$ cat src/rtl/op_route_responder.sv
// ============================================================================
//  op_route_responder
//  Start/done operation responder: base-2/10/12 arithmetic with a latency
//  chosen by the selected condition and the opcode family.
//  Optional: OP_RESP_STATS_EN adds stat_ops / stat_busy_cyc / stat_drops.
//  Revision: 1.0
// ============================================================================
`default_nettype none

module op_route_responder #(
   parameter int B2_LAT_BIN  = 1,
   parameter int B2_LAT_DEC  = 8,
   parameter int B2_LAT_DUO  = 6,
   parameter int B10_LAT_DEC = 1,
   parameter int B10_LAT_BIN = 6,
   parameter int B10_LAT_DUO = 6,
   parameter int B12_LAT_DUO = 1,
   parameter int B12_LAT_BIN = 6,
   parameter int B12_LAT_DEC = 8,
   parameter int ROUTE_OVH   = 0
) (
   input  logic        clk,
   input  logic        rst_n,
   input  logic        start,
   input  logic [2:0]  cond_sel,
   input  logic [3:0]  opcode,
   input  logic [15:0] op_a,
   input  logic [15:0] op_b,
   output logic        busy,
   output logic        done,
   output logic [15:0] result,
   output logic        err
`ifdef OP_RESP_STATS_EN
  ,output logic [31:0] stat_ops,
   output logic [31:0] stat_busy_cyc,
   output logic [31:0] stat_drops
`endif
);

   localparam logic [3:0] c_op_bin_add   = 4'd0;
   localparam logic [3:0] c_op_bin_sub   = 4'd1;
   localparam logic [3:0] c_op_bin_mul   = 4'd2;
   localparam logic [3:0] c_op_dec_add   = 4'd3;
   localparam logic [3:0] c_op_dec_sub   = 4'd4;
   localparam logic [3:0] c_op_dec_mul10 = 4'd5;
   localparam logic [3:0] c_op_duo_add12 = 4'd6;
   localparam logic [3:0] c_op_duo_sub12 = 4'd7;
   localparam logic [3:0] c_op_duo_mul3  = 4'd8;

   localparam logic [1:0] c_fam_bin = 2'd0;
   localparam logic [1:0] c_fam_dec = 2'd1;
   localparam logic [1:0] c_fam_duo = 2'd2;
   localparam logic [1:0] c_fam_bad = 2'd3;

   localparam logic [16:0] c_m_dec = 17'd10000;
   localparam logic [16:0] c_m_duo = 17'd20736;

   function automatic logic [7:0] f_clamp(input int x);
      return (x < 1) ? 8'd1 : 8'(x);
   endfunction

   localparam int c_min_duo = (B2_LAT_DUO < B10_LAT_DUO) ? B2_LAT_DUO : B10_LAT_DUO;

   localparam logic [7:0] c_l_b2_bin  = f_clamp(B2_LAT_BIN);
   localparam logic [7:0] c_l_b2_dec  = f_clamp(B2_LAT_DEC);
   localparam logic [7:0] c_l_b2_duo  = f_clamp(B2_LAT_DUO);
   localparam logic [7:0] c_l_b10_bin = f_clamp(B10_LAT_BIN);
   localparam logic [7:0] c_l_b10_dec = f_clamp(B10_LAT_DEC);
   localparam logic [7:0] c_l_b10_duo = f_clamp(B10_LAT_DUO);
   localparam logic [7:0] c_l_b12_bin = f_clamp(B12_LAT_BIN);
   localparam logic [7:0] c_l_b12_dec = f_clamp(B12_LAT_DEC);
   localparam logic [7:0] c_l_b12_duo = f_clamp(B12_LAT_DUO);
   localparam logic [7:0] c_l_r_bin   = f_clamp(B2_LAT_BIN + ROUTE_OVH);
   localparam logic [7:0] c_l_r_dec   = f_clamp(B10_LAT_DEC + ROUTE_OVH);
   localparam logic [7:0] c_l_r3_duo  = f_clamp(c_min_duo + ROUTE_OVH);
   localparam logic [7:0] c_l_r4_duo  = f_clamp(B12_LAT_DUO + ROUTE_OVH);

   typedef enum logic [1:0] {S_IDLE = 2'd0, S_EXEC = 2'd1, S_DONE = 2'd2} state_t;

   function automatic logic [1:0] f_family(input logic [3:0] op);
      if (op <= c_op_bin_mul)        return c_fam_bin;
      else if (op <= c_op_dec_mul10) return c_fam_dec;
      else if (op <= c_op_duo_mul3)  return c_fam_duo;
      else                           return c_fam_bad;
   endfunction

   function automatic logic [7:0] f_latency(input logic [2:0] cond, input logic [1:0] fam);
      logic [7:0] l;
      l = 8'd1;
      case (cond)
         3'd0: l = (fam == c_fam_bin) ? c_l_b2_bin  : (fam == c_fam_dec) ? c_l_b2_dec  : c_l_b2_duo;
         3'd1: l = (fam == c_fam_bin) ? c_l_b10_bin : (fam == c_fam_dec) ? c_l_b10_dec : c_l_b10_duo;
         3'd2: l = (fam == c_fam_bin) ? c_l_b12_bin : (fam == c_fam_dec) ? c_l_b12_dec : c_l_b12_duo;
         3'd3: l = (fam == c_fam_bin) ? c_l_r_bin   : (fam == c_fam_dec) ? c_l_r_dec   : c_l_r3_duo;
         3'd4: l = (fam == c_fam_bin) ? c_l_r_bin   : (fam == c_fam_dec) ? c_l_r_dec   : c_l_r4_duo;
         default: l = 8'd1;
      endcase
      return l;
   endfunction

   // Remainder by comparison against the multiples of 1000 (operand < 10000)
   function automatic logic [15:0] f_mod1000(input logic [15:0] a);
      logic [15:0] m;
      logic        found;
      m     = a;
      found = 1'b0;
      for (int k = 9; k >= 1; k--) begin
         if (!found && a >= 16'(k * 1000)) begin
            m     = a - 16'(k * 1000);
            found = 1'b1;
         end
      end
      return m;
   endfunction

   function automatic logic [15:0] f_compute(input logic [3:0] op, input logic [15:0] a,
                                             input logic [15:0] b);
      logic [16:0] s;
      logic [15:0] m;
      logic [15:0] r;
      s = {1'b0, a} + {1'b0, b};
      m = '0;
      r = '0;
      case (op)
         c_op_bin_add:   r = a + b;
         c_op_bin_sub:   r = a - b;
         c_op_bin_mul:   r = a * b;
         c_op_dec_add:   r = (s >= c_m_dec) ? 16'(s - c_m_dec) : 16'(s);
         c_op_dec_sub:   r = (a >= b) ? a - b : a - b + 16'(c_m_dec);
         c_op_dec_mul10: begin
            m = f_mod1000(a);
            r = (m << 3) + (m << 1);
         end
         c_op_duo_add12: r = (s >= c_m_duo) ? 16'(s - c_m_duo) : 16'(s);
         c_op_duo_sub12: r = (a >= b) ? a - b : a - b + 16'(c_m_duo);
         c_op_duo_mul3: begin
            s = {1'b0, a} + {a, 1'b0};
            if (s >= c_m_duo) s = s - c_m_duo;
            if (s >= c_m_duo) s = s - c_m_duo;
            r = 16'(s);
         end
         default:        r = '0;
      endcase
      return r;
   endfunction

   state_t      r_state;
   logic [7:0]  r_cnt;
   logic [2:0]  r_cond;
   logic [3:0]  r_op;
   logic [15:0] r_a;
   logic [15:0] r_b;

   // Live inputs at acceptance, latched copies while the operation runs
   logic        w_idle;
   logic [2:0]  w_cond;
   logic [3:0]  w_op;
   logic [15:0] w_a;
   logic [15:0] w_b;
   logic [1:0]  w_fam;
   logic        w_err;
   logic [7:0]  w_lat;
   logic [15:0] w_res;

   always_comb begin
      w_idle = (r_state == S_IDLE);
      w_cond = w_idle ? cond_sel : r_cond;
      w_op   = w_idle ? opcode   : r_op;
      w_a    = w_idle ? op_a     : r_a;
      w_b    = w_idle ? op_b     : r_b;
      w_fam  = f_family(w_op);
      w_err  = (w_cond > 3'd4) || (w_fam == c_fam_bad) ||
               ((w_fam == c_fam_dec) && ({1'b0, w_a} >= c_m_dec || {1'b0, w_b} >= c_m_dec)) ||
               ((w_fam == c_fam_duo) && ({1'b0, w_a} >= c_m_duo || {1'b0, w_b} >= c_m_duo));
      w_lat  = w_err ? 8'd1 : f_latency(w_cond, w_fam);
      w_res  = w_err ? 16'd0 : f_compute(w_op, w_a, w_b);
   end

   always_ff @(posedge clk) begin
      if (!rst_n) begin
         r_state <= S_IDLE;
         r_cnt   <= '0;
         r_cond  <= '0;
         r_op    <= '0;
         r_a     <= '0;
         r_b     <= '0;
         busy    <= 1'b0;
         done    <= 1'b0;
         result  <= '0;
         err     <= 1'b0;
      end else begin
         done <= 1'b0;
         case (r_state)
            S_IDLE: begin
               if (start) begin
                  r_cond <= cond_sel;
                  r_op   <= opcode;
                  r_a    <= op_a;
                  r_b    <= op_b;
                  busy   <= 1'b1;
                  if (w_lat == 8'd1) begin
                     r_state <= S_DONE;
                     done    <= 1'b1;
                     result  <= w_res;
                     err     <= w_err;
                  end else begin
                     r_cnt   <= w_lat - 8'd1;
                     r_state <= S_EXEC;
                  end
               end
            end
            S_EXEC: begin
               r_cnt <= r_cnt - 8'd1;
               if (r_cnt == 8'd1) begin
                  r_state <= S_DONE;
                  done    <= 1'b1;
                  result  <= w_res;
                  err     <= w_err;
               end
            end
            S_DONE: begin
               r_state <= S_IDLE;
               busy    <= 1'b0;
            end
            default: begin
               r_state <= S_IDLE;
               busy    <= 1'b0;
            end
         endcase
      end
   end

`ifdef OP_RESP_STATS_EN
   always_ff @(posedge clk) begin
      if (!rst_n) begin
         stat_ops      <= '0;
         stat_busy_cyc <= '0;
         stat_drops    <= '0;
      end else begin
         if (done)          stat_ops      <= stat_ops + 32'd1;
         if (busy)          stat_busy_cyc <= stat_busy_cyc + 32'd1;
         if (start && busy) stat_drops    <= stat_drops + 32'd1;
      end
   end
`endif

endmodule

`default_nettype wire

$ cat config.mk
export PLATFORM = sky130hd
export DESIGN_NAME = op_route_responder
export DESIGN_NICKNAME = d
export VERILOG_FILES = /design/src/rtl/op_route_responder.sv
export SDC_FILE = /design/constraint.sdc
export NUM_CORES = 1
export LEC_CHECK = 0
export CORE_UTILIZATION = 57
export CTS_BUF_LIST = sky130_fd_sc_hd__clkbuf_16
export CTS_CLUSTER_SIZE = 20
export DETAILED_ROUTE_END_ITERATION = 10
export GPL_TIMING_DRIVEN = 0
export PLACE_DENSITY_LB_ADDON = 0.2
export SLEW_MARGIN = 20
export SYNTH_ARGS = -nofsm -noshare
export SYNTH_HDL_FRONTEND = slang
export SYNTH_SLANG_ARGS = --single-unit
$ cat constraint.sdc
create_clock -name clk -period 16.2 [get_ports clk]
set_input_delay 3.24 -clock clk [delete_from_list [all_inputs] [get_ports clk]]
set_output_delay 3.24 -clock clk [all_outputs]
set_load 0.02 [all_outputs]
# Word level (Yosys, flattened, before mapping)
# Cells that the tools add are included.
[word_totals] regBits=68 word_cells=182 output_inout_bits=19 input_bits=42
[classes] bitwise=1 n_lt_le_gt_ge=22 multipliers=1 n_mux=72 reduce_logical=33 n_addsub=22 n_eq_ne=21
[ops] op="16-bit two-way mux" n=11
[ops] op="15-bit two-way mux" n=10
[ops] op="16-bit case mux with 9 select lines" n=1
[ops] op="16-bit by 13-bit greater-or-equal comparator with 1-bit output, second input constant" n=4
[ops] op="15-bit by 13-bit subtractor with 15-bit output, second input constant" n=4
[ops] op="17-bit by 15-bit greater-or-equal comparator with 1-bit output, second input constant" n=3
[ops] op="16-bit by 14-bit greater-or-equal comparator with 1-bit output, second input constant" n=3
[ops] op="17-bit two-way mux" n=2
[ops] op="16-bit adder" n=2
[ops] op="16-bit by 12-bit greater-or-equal comparator with 1-bit output, second input constant" n=2
[ops] op="16-bit by 15-bit greater-or-equal comparator with 1-bit output, second input constant" n=2
[ops] op="8-bit two-way mux" n=4
[ops] op="16-bit case mux with 2 select lines" n=1
[ops] op="8-bit case mux with 4 select lines" n=1
[ops] op="16-bit by 15-bit subtractor with 16-bit output, second input constant" n=2
[ops] op="15-bit by 12-bit subtractor with 15-bit output, second input constant" n=2
[ops] op="1-bit two-way mux" n=24
[ops] op="4-bit two-way mux" n=5
[ops] op="16-bit by 16-bit adder with 17-bit output" n=1
[ops] op="16-bit by 17-bit adder with 17-bit output" n=1
[ops] op="17-bit by 14-bit greater-or-equal comparator with 1-bit output, second input constant" n=1
[ops] op="17-bit by 15-bit subtractor with 17-bit output, second input constant" n=1
[ops] op="16-bit by 14-bit adder with 16-bit output, second input constant" n=1
[ops] op="16-bit by 15-bit adder with 16-bit output, second input constant" n=1
[ops] op="other kinds (41)" n=83

# Depth between registers and ports, before layout
# Gate-level depths: netlist of run 1.
[logic_depth] depth_word=43 mapped_depth=36 mapped_depth_nobuf=30

# Worst setup path after synthesis of run 1
# No wires, ideal clock.
[synth_path] path_type="input -> register" startpoint="input port op_a[6]" endpoint="register result[15]" setup_time_ns=0.122 t_required_ns=16.078 n_path_buf=3 setup_slack_ns=6.413 arrival_time_ns=9.665 stages=26 cell_sequence="or3b_1 -> and2_1 -> buf_2 -> inv_2 -> buf_1 -> clkbuf_1 -> ha_1 -> fa_1 -> inv_1 -> fa_1 -> inv_1 -> fa_1 -> fa_1 -> fa_1 -> inv_1 -> fa_1 -> inv_1 -> ha_1 -> o21ai_0 -> a21oi_1 -> o21ai_0 -> xnor2_1 -> a221o_1 -> a2111oi_0 -> a31oi_1 -> a221o_1"
[synth_between] elab_chain_cells=42 word_cells_on_any_way=103 classes_between="20 x add/sub; 1 x mul; 16 x order compare; 2 x eq/ne; 41 x mux; 23 x reduce/logical"
[synth_rtl] item="start: declaration" line="27" source="input logic [15:0] op_a,"
[synth_rtl] item="16-bit two-way mux *" line="169" source="w_a = w_idle ? op_a : r_a;"
[synth_rtl] item="16-bit by 14-bit greater-or-equal comparator with 1-bit output" line="108" source="if (!found && a >= 16'(k * 1000)) begin"
[synth_rtl] item="1-bit two-way mux" line="108"
[synth_rtl] item="1-bit two-way mux" line="124" source="case (op)"
[synth_rtl] item="1-bit zero test" line="108"
[synth_rtl] item="1-bit logical AND" line="108"
[synth_rtl] item="1-bit two-way mux" line="108"
[synth_rtl] item="1-bit two-way mux" line="124"
[synth_rtl] item="[... 26 more ...]"
[synth_rtl] item="15-bit two-way mux" line="108"
[synth_rtl] item="15-bit two-way mux" line="124"
[synth_rtl] item="16-bit adder" line="132" source="r = (m << 3) + (m << 1);"
[synth_rtl] item="16-bit case mux with 9 select lines" line="124"
[synth_rtl] item="16-bit two-way mux" line="176" source="w_res = w_err ? 16'd0 : f_compute(w_op, w_a, w_b);"
[synth_rtl] item="16-bit two-way mux" line="201" source="if (w_lat == 8'd1) begin"
[synth_rtl] item="16-bit two-way mux" line="195" source="if (start) begin"
[synth_rtl] item="16-bit case mux with 2 select lines" line="193" source="case (r_state)"
[synth_rtl] item="end signal: assignment" line="204" source="result <= w_res;"
[synth_rtl] item="end signal: assignment" line="217" source="result <= w_res;"
[synth_rtl] item="end: declaration" line="31" source="output logic [15:0] result,"
# Every way passes the cells marked *; elsewhere a longest branch is shown, timed or not. The select of a mux whose other input is x is not followed.
# A chain may end at the register's enable or synchronous reset.

# Worst setup path in the final report of run 1
# Same ends and word-level chain as after synthesis.

==> summary.md, run 1 <==
| Metric | Value |
|---|---|
| Synth Instances | 2151 |
| 1st-iter DRT viols | 2653 |
| Final hold vios | 0 |
| Row cnt | 59 |
| Final Max Slew Viols | 0 |
| Peak Freq | 84.6 MHz |
| Ys async rst share | 0% |
| CP Launch Type | input port |
| Worst r2r src | r_state[1]$_SDFFE_PN0P_ |
| Layout cells sized above 1 | 5.26% |
| Vias in the first global route | 16521 |
| Syn_nets | 2398 |
| Wire per inst | 24.5 um |
| H-tree depth | 3 |
| TritonCTS Buffers | 9 |
| Crit path DAT | 12.04 ns |
| Grt ovf | 0 |
| Synth-to-layout area growth | 8.37% |
| Bufs on Longest Clock Path | 2 |
| Cell variety after synth | 110 |
| Via count | 17571 |
| Mean post-synth cell area | 7.12 sq um |
| Outcome | complete, but fails checks |
| Slew headroom | 19.2% |
| Skew-Pair Late Insertion Delay | 0.34 ns |
| CP Max Fanout | 11 |
| Global-route total usage across every layer | 45.2% |
| Most common cell in the synthesized netlist | nand2_1 |
| Synth area leaders | fa_1, ha_1, dfxtp_1, nand2_1, xnor2_1 |
| CTS root buf | clkbuf_16 |
| Clock Pin Slew Worst Setup and Hold Paths | 0.06 ns |
| Most used flip-flop cell after synthesis | dfxtp_1 |
| Top-area cell type share of the netlist area | 11.0% |
| Failing checks | design-rule violations |
| Multi-input logic area | 0.0127 sq mm |
| MaxCap Viol Count | 0 |
| Post-layout minimum cycle time | 11.81 ns |
| Worst Setup End Kind | flip-flop |
| YS warnings | 0 |
| Synth Register Bits | 68 |
| # DRC | 1 |
| Post-CTS sizing | 0 |
| RSZ-0062 raised after global routing | false |
| Post-CTS Setup Repair Bufs | 0 |
| CP Class | input port to flip-flop |
| Initial Util | 58.4% |
| Filler instances | 2390 |
| Post-DP HPWL | 49000 um |
| Design Area, Final | 0.0166 sq mm |
| Largest net degree at the start of global routing | 13 |
| IO Port Bufs | 56 |
| Gpl congestion | 1.08 |
| Hold path start | result[1]$_SDFFE_PN0P_ |
| Final Cycle Share | 72.9% |
| Pre-antenna DRT Iters | 11 |
| Detailed Route WL | 62700 um |
| Fin Setup TNS | 0 ns |
| Global-route wire length before repair | 96400 um |
| Setup violators final | 0 |
| WP data required | 16.43 ns |
| Antenna violations before repair | 0 |
| Largest area contributor in the netlist | fa_1 |
| Worst-margin pin slew | 1.20 ns |
| Die Span Y | 166 um |
| CTS sink cnt | 68 |
| Diodes inserted | 0 |
| Synth Cell Area | 0.0153 sq mm |
| Placeable Area | 0.0262 sq mm |
| FF/Latch Area | 0.00136 sq mm |
| Fin nets | 2465 |
| Die Wd | 166 um |
| Skew final | 0.0106 ns |
| Via/cell ratio | 6.87 |
| Synth top cells by count | nand2_1, nor2_1, inv_1 |
| I/O pin total | 61 |
| Crit path launch | op_a[6] |
| CTS tree | yes |
| Detail Route Antenna Nets | 0 |
| EDFF count, synth | 0 |
| Worst hold path type | flip-flop to flip-flop |
| Die ar. | 0.0275 sq mm |
| Placed cell areas | 0.0163 sq mm |
| Sequential-to-total area share from yosys stat | 8.89% |
| Hold_buf cts | 0 |
## metrics by stage
step / setup WS, ns / util [%] / std cells / hold WS (ns)
2_1_floorplan: 6.41 / - / 2151 / 0.436
3_3_place_gp: 4.26 / 62.2 / 2542 / 0.441
3_5_place_dp: 4.30 / 62.2 / 2542 / 0.450
4_1_cts: 4.63 / 63.3 / 2558 / 0.458
5_1_grt: 4.04 / 63.3 / 2558 / 0.471
6_report: 4.39 / 63.3 / 2558 / 0.456
## critical path: stages
cell and delay (ns):
clkdlybuf4s50_1 0.56, or3b_1 0.38, and2_1 0.16, buf_2 0.21, inv_2 0.21, buf_1 0.41, clkbuf_1 0.63, ha_1 0.53
fa_1 0.47, inv_1 0.09, fa_1 0.38, inv_1 0.08, fa_1 0.43, fa_1 0.48, fa_1 0.55, inv_1 0.05
fa_1 0.54, inv_1 0.05, ha_1 0.34, o21ai_0 0.10, a21oi_1 0.28, o21ai_0 0.20, xnor2_1 0.29, a221o_1 0.36
a2111oi_0 0.54, a31oi_1 0.19, a221o_1 0.28
## layout make-up
| type | count | share of cell area, % |
|---|---|---|
| plain buffers | 104 | 3.10 |
| inverters | 198 | 4.48 |
| multi-input cells | 1781 | 76.5 |
| flip-flops and latches | 68 | 8.20 |
| repair buffers | 56 | 3.38 |
| well taps | 335 | 2.53 |
| clock inverters | 7 | 0.415 |
| clock buffers | 9 | 1.36 |
## worst paths after layout
kind	to	slack, ns	cells past startpoint
worst max-delay path	result[15]$_SDFFE_PN0P_	4.39	27
worst min-delay path	result[1]$_SDFFE_PN0P_	0.46	2
worst max register to register	result[15]$_SDFFE_PN0P_	5.98	31
worst min register to register	result[1]$_SDFFE_PN0P_	0.46	2
## sequential cells by signal (all words and copies together), names as in the netlist
name,cells
err,1
r_op,4
r_cnt,8
result,16
r_b,16
r_cond,3
r_state,2
r_a,16
done,1
busy,1
## layer usage
| layer | up-vias | global-route usage (%) | share of wire [%] |
|---|---|---|---|
| met5 | - | 0 | 0 |
| met4 | 0 | 27.5 | 6.9 |
| met3 | 272 | 8.58 | 12 |
| met2 | 1280 | 68.8 | 42 |
| met1 | 8281 | 59.2 | 39 |
| li1 | 7738 | - | - |
## logic make-up (layout without fill, tap and decap cells)
kind of cell / count (synthesis) / after routing / share of synthesized area (%)
multiplexers: 41 / 41 / 2.78
adder cells (fa/ha/maj): 206 / 206 / 20.9
AO/OA/AOI/OAI: 608 / 608 / 27.0
XOR/XNOR: 128 / 128 / 7.51
AND/OR/NAND/NOR: 798 / 798 / 24.7
flip-flops: 68 / 68 / 8.89
buffers and inverters: 302 / 374 / 8.21
## cell usage in the layout (no fill, tap or decap), types with 46 or more instances in the layout
cell             count
a21oi_1            167
nor2_1             204
inv_1              182
fa_1                84
xnor2_1            103
clkbuf_1            66
clkdlybuf4s50_1     56
ha_1               121
dfxtp_1             68
nor3_1              46
nand2_1            305
o21ai_0             92
Power of run 1 is not shown: default switching activity piles up to over one toggle a cycle in this logic, so the estimate is an artifact.
==> run 2, diff against run 1 <==
==> constraint.sdc (replaced) <==
create_clock -name clk -period 10.75 [get_ports clk]
set_input_delay 2.15 -clock clk [delete_from_list [all_inputs] [get_ports clk]]
set_output_delay 2.15 -clock clk [all_outputs]
set_load 0.02 [all_outputs]
==> summary.md, run 2 (synthesis gave the netlist of run 1 again) <==
| Metric | Value |
|---|---|
| Skew final | 0.0115 ns |
| Grt ovf | 0 |
| Gpl congestion | 1.08 |
| Biggest regs | r_a x16, r_b x16, result x16 |
| Fin nets | 2464 |
| Synth-to-layout area growth | 8.37% |
| TritonCTS Buffers | 9 |
| Post-layout minimum cycle time | 10.43 ns |
| H-tree depth | 3 |
| Via/cell ratio | 6.85 |
| Diodes inserted | 0 |
| Pre-antenna DRT Iters | 10 |
| WP data required | 10.98 ns |
| Worst hold path type | flip-flop to flip-flop |
| Detailed Route WL | 62600 um |
| Dpl cells | 2542 |
| Multi-input logic area | 0.0127 sq mm |
| Final Max Slew Viols | 0 |
| Worst Setup End Kind | flip-flop |
| Filler instances | 2387 |
| Peak Freq | 95.9 MHz |
| CTS root buf | clkbuf_16 |
| Global-route wire length before repair | 96400 um |
| # DRC | 1 |
| Post-DP HPWL | 49000 um |
| Design Area, Final | 0.0166 sq mm |
| Layout cells sized above 1 | 5.36% |
| RSZ-0062 raised after global routing | false |
| I/O pin total | 61 |
| Slew headroom | 18.1% |
| Antenna violations before repair | 0 |
| Row cnt | 59 |
| Skew-Pair Late Insertion Delay | 0.34 ns |
| Commonest non-fill, non-tap cell in the layout | nand2_1 |
| Initial Util | 58.4% |
| Commonest cells after routing, fill and taps aside | nand2_1, nor2_1, inv_1, a21oi_1, ha_1 |
| Detail Route Antenna Nets | 0 |
| Placeable Area | 0.0262 sq mm |
| Final design utilization | 63.3% |
| Clock Pin Slew Worst Setup and Hold Paths | 0.06 ns |
| Die Wd | 166 um |
| IO Port Bufs | 56 |
| Crit path DAT | 10.66 ns |
| Bufs on Longest Clock Path | 2 |
| Final hold vios | 0 |
| CP Class | input port to flip-flop |
| Wire per inst | 24.5 um |
| Setup violators final | 0 |
| MaxCap Viol Count | 0 |
| Failing checks | design-rule violations |
| Outcome | complete, but fails checks |
| Worst-margin pin slew | 1.22 ns |
| CP Launch Type | input port |
| Vias in the first global route | 16521 |
| Largest net degree at the start of global routing | 13 |
| Final Cycle Share | 97.0% |
| 1st-iter DRT viols | 2813 |
| CP Max Fanout | 10 |
| Via count | 17517 |
| Non-Filler Instances | 2557 |
| FF/Latch Area | 0.00136 sq mm |
| Placed cell areas | 0.0163 sq mm |
| Global-route total usage across every layer | 45.2% |
| CTS tree | yes |
| Die Span Y | 166 um |
| Die ar. | 0.0275 sq mm |
| CTS sink cnt | 68 |
run 2: cell count changes in the layout (fill, tap and decap cells not counted):
cell,delta
a21boi_1,-1
a21boi_2,+1
buf_1,-1
clkbuf_1,-1
clkbuf_2,+1
run 2: what timing repair did:
item,4_1_cts,5_1_grt
hold buffers,0,0
setup buffers,0,0
gates resized for setup,0,3
setup endpoints to repair,0,1
run 2: final cells by class:
cell class              instances  area share [%]
multi-input cells            1781            76.6
inverters                     198            4.48
repair buffers                 56            3.38
clock buffers                   9            1.36
plain buffers                 103            3.08
well taps                     335            2.53
flip-flops and latches         68            8.20
clock inverters                 7           0.415
run 2: path summary, 6_finish.rpt:
kind	slack [ns]	cells past startpoint	endpoint	startpoint
worst min register to register	0.46	2	result[1]$_SDFFE_PN0P_	result[1]$_SDFFE_PN0P_
worst max register to register	0.42	31	result[15]$_SDFFE_PN0P_	r_state[1]$_SDFFE_PN0P_
worst max-delay path	0.32	25	result[15]$_SDFFE_PN0P_	op_a[5]
worst min-delay path	0.46	2	result[1]$_SDFFE_PN0P_	result[1]$_SDFFE_PN0P_
run 2: worst max-delay path: stages:
cell and delay, ns:
clkdlybuf4s50_1 0.51, clkbuf_1 0.28, a21boi_2 0.55, clkbuf_1 0.62
inv_1 0.24, ha_1 0.38, fa_1 0.58, inv_1 0.06
fa_1 0.50, fa_1 0.44, fa_1 0.54, inv_1 0.05
fa_1 0.47, inv_1 0.05, fa_1 0.53, inv_1 0.04
ha_1 0.35, o21ai_0 0.09, a21oi_1 0.28, o21ai_0 0.21
xnor2_1 0.31, a221o_1 0.36, a2111oi_0 0.56, a31oi_1 0.19
a221o_1 0.28
run 2: stage by stage:
stage               setup TNS (ns)  hold slack, ns  setup WS [ns]
global placement            -0.103           0.441         -0.103
global route                     0           0.471         0.0986
detailed placement         -0.0630           0.450        -0.0630
finish                           0           0.457          0.321
CTS                              0           0.458          0.267
floorplan                        0           0.436           2.05
run 2: routing by layer:
layer | up-vias | global-route usage [%] | wire length (um)
met3 | 274 | 8.58 | 7850
met4 | 0 | 27.5 | 4340
met1 | 8217 | 59.2 | 24200
met2 | 1303 | 68.8 | 26200
met5 | - | 0 | 0
li1 | 7723 | - | -
Power of run 2 is left out for the same reason.
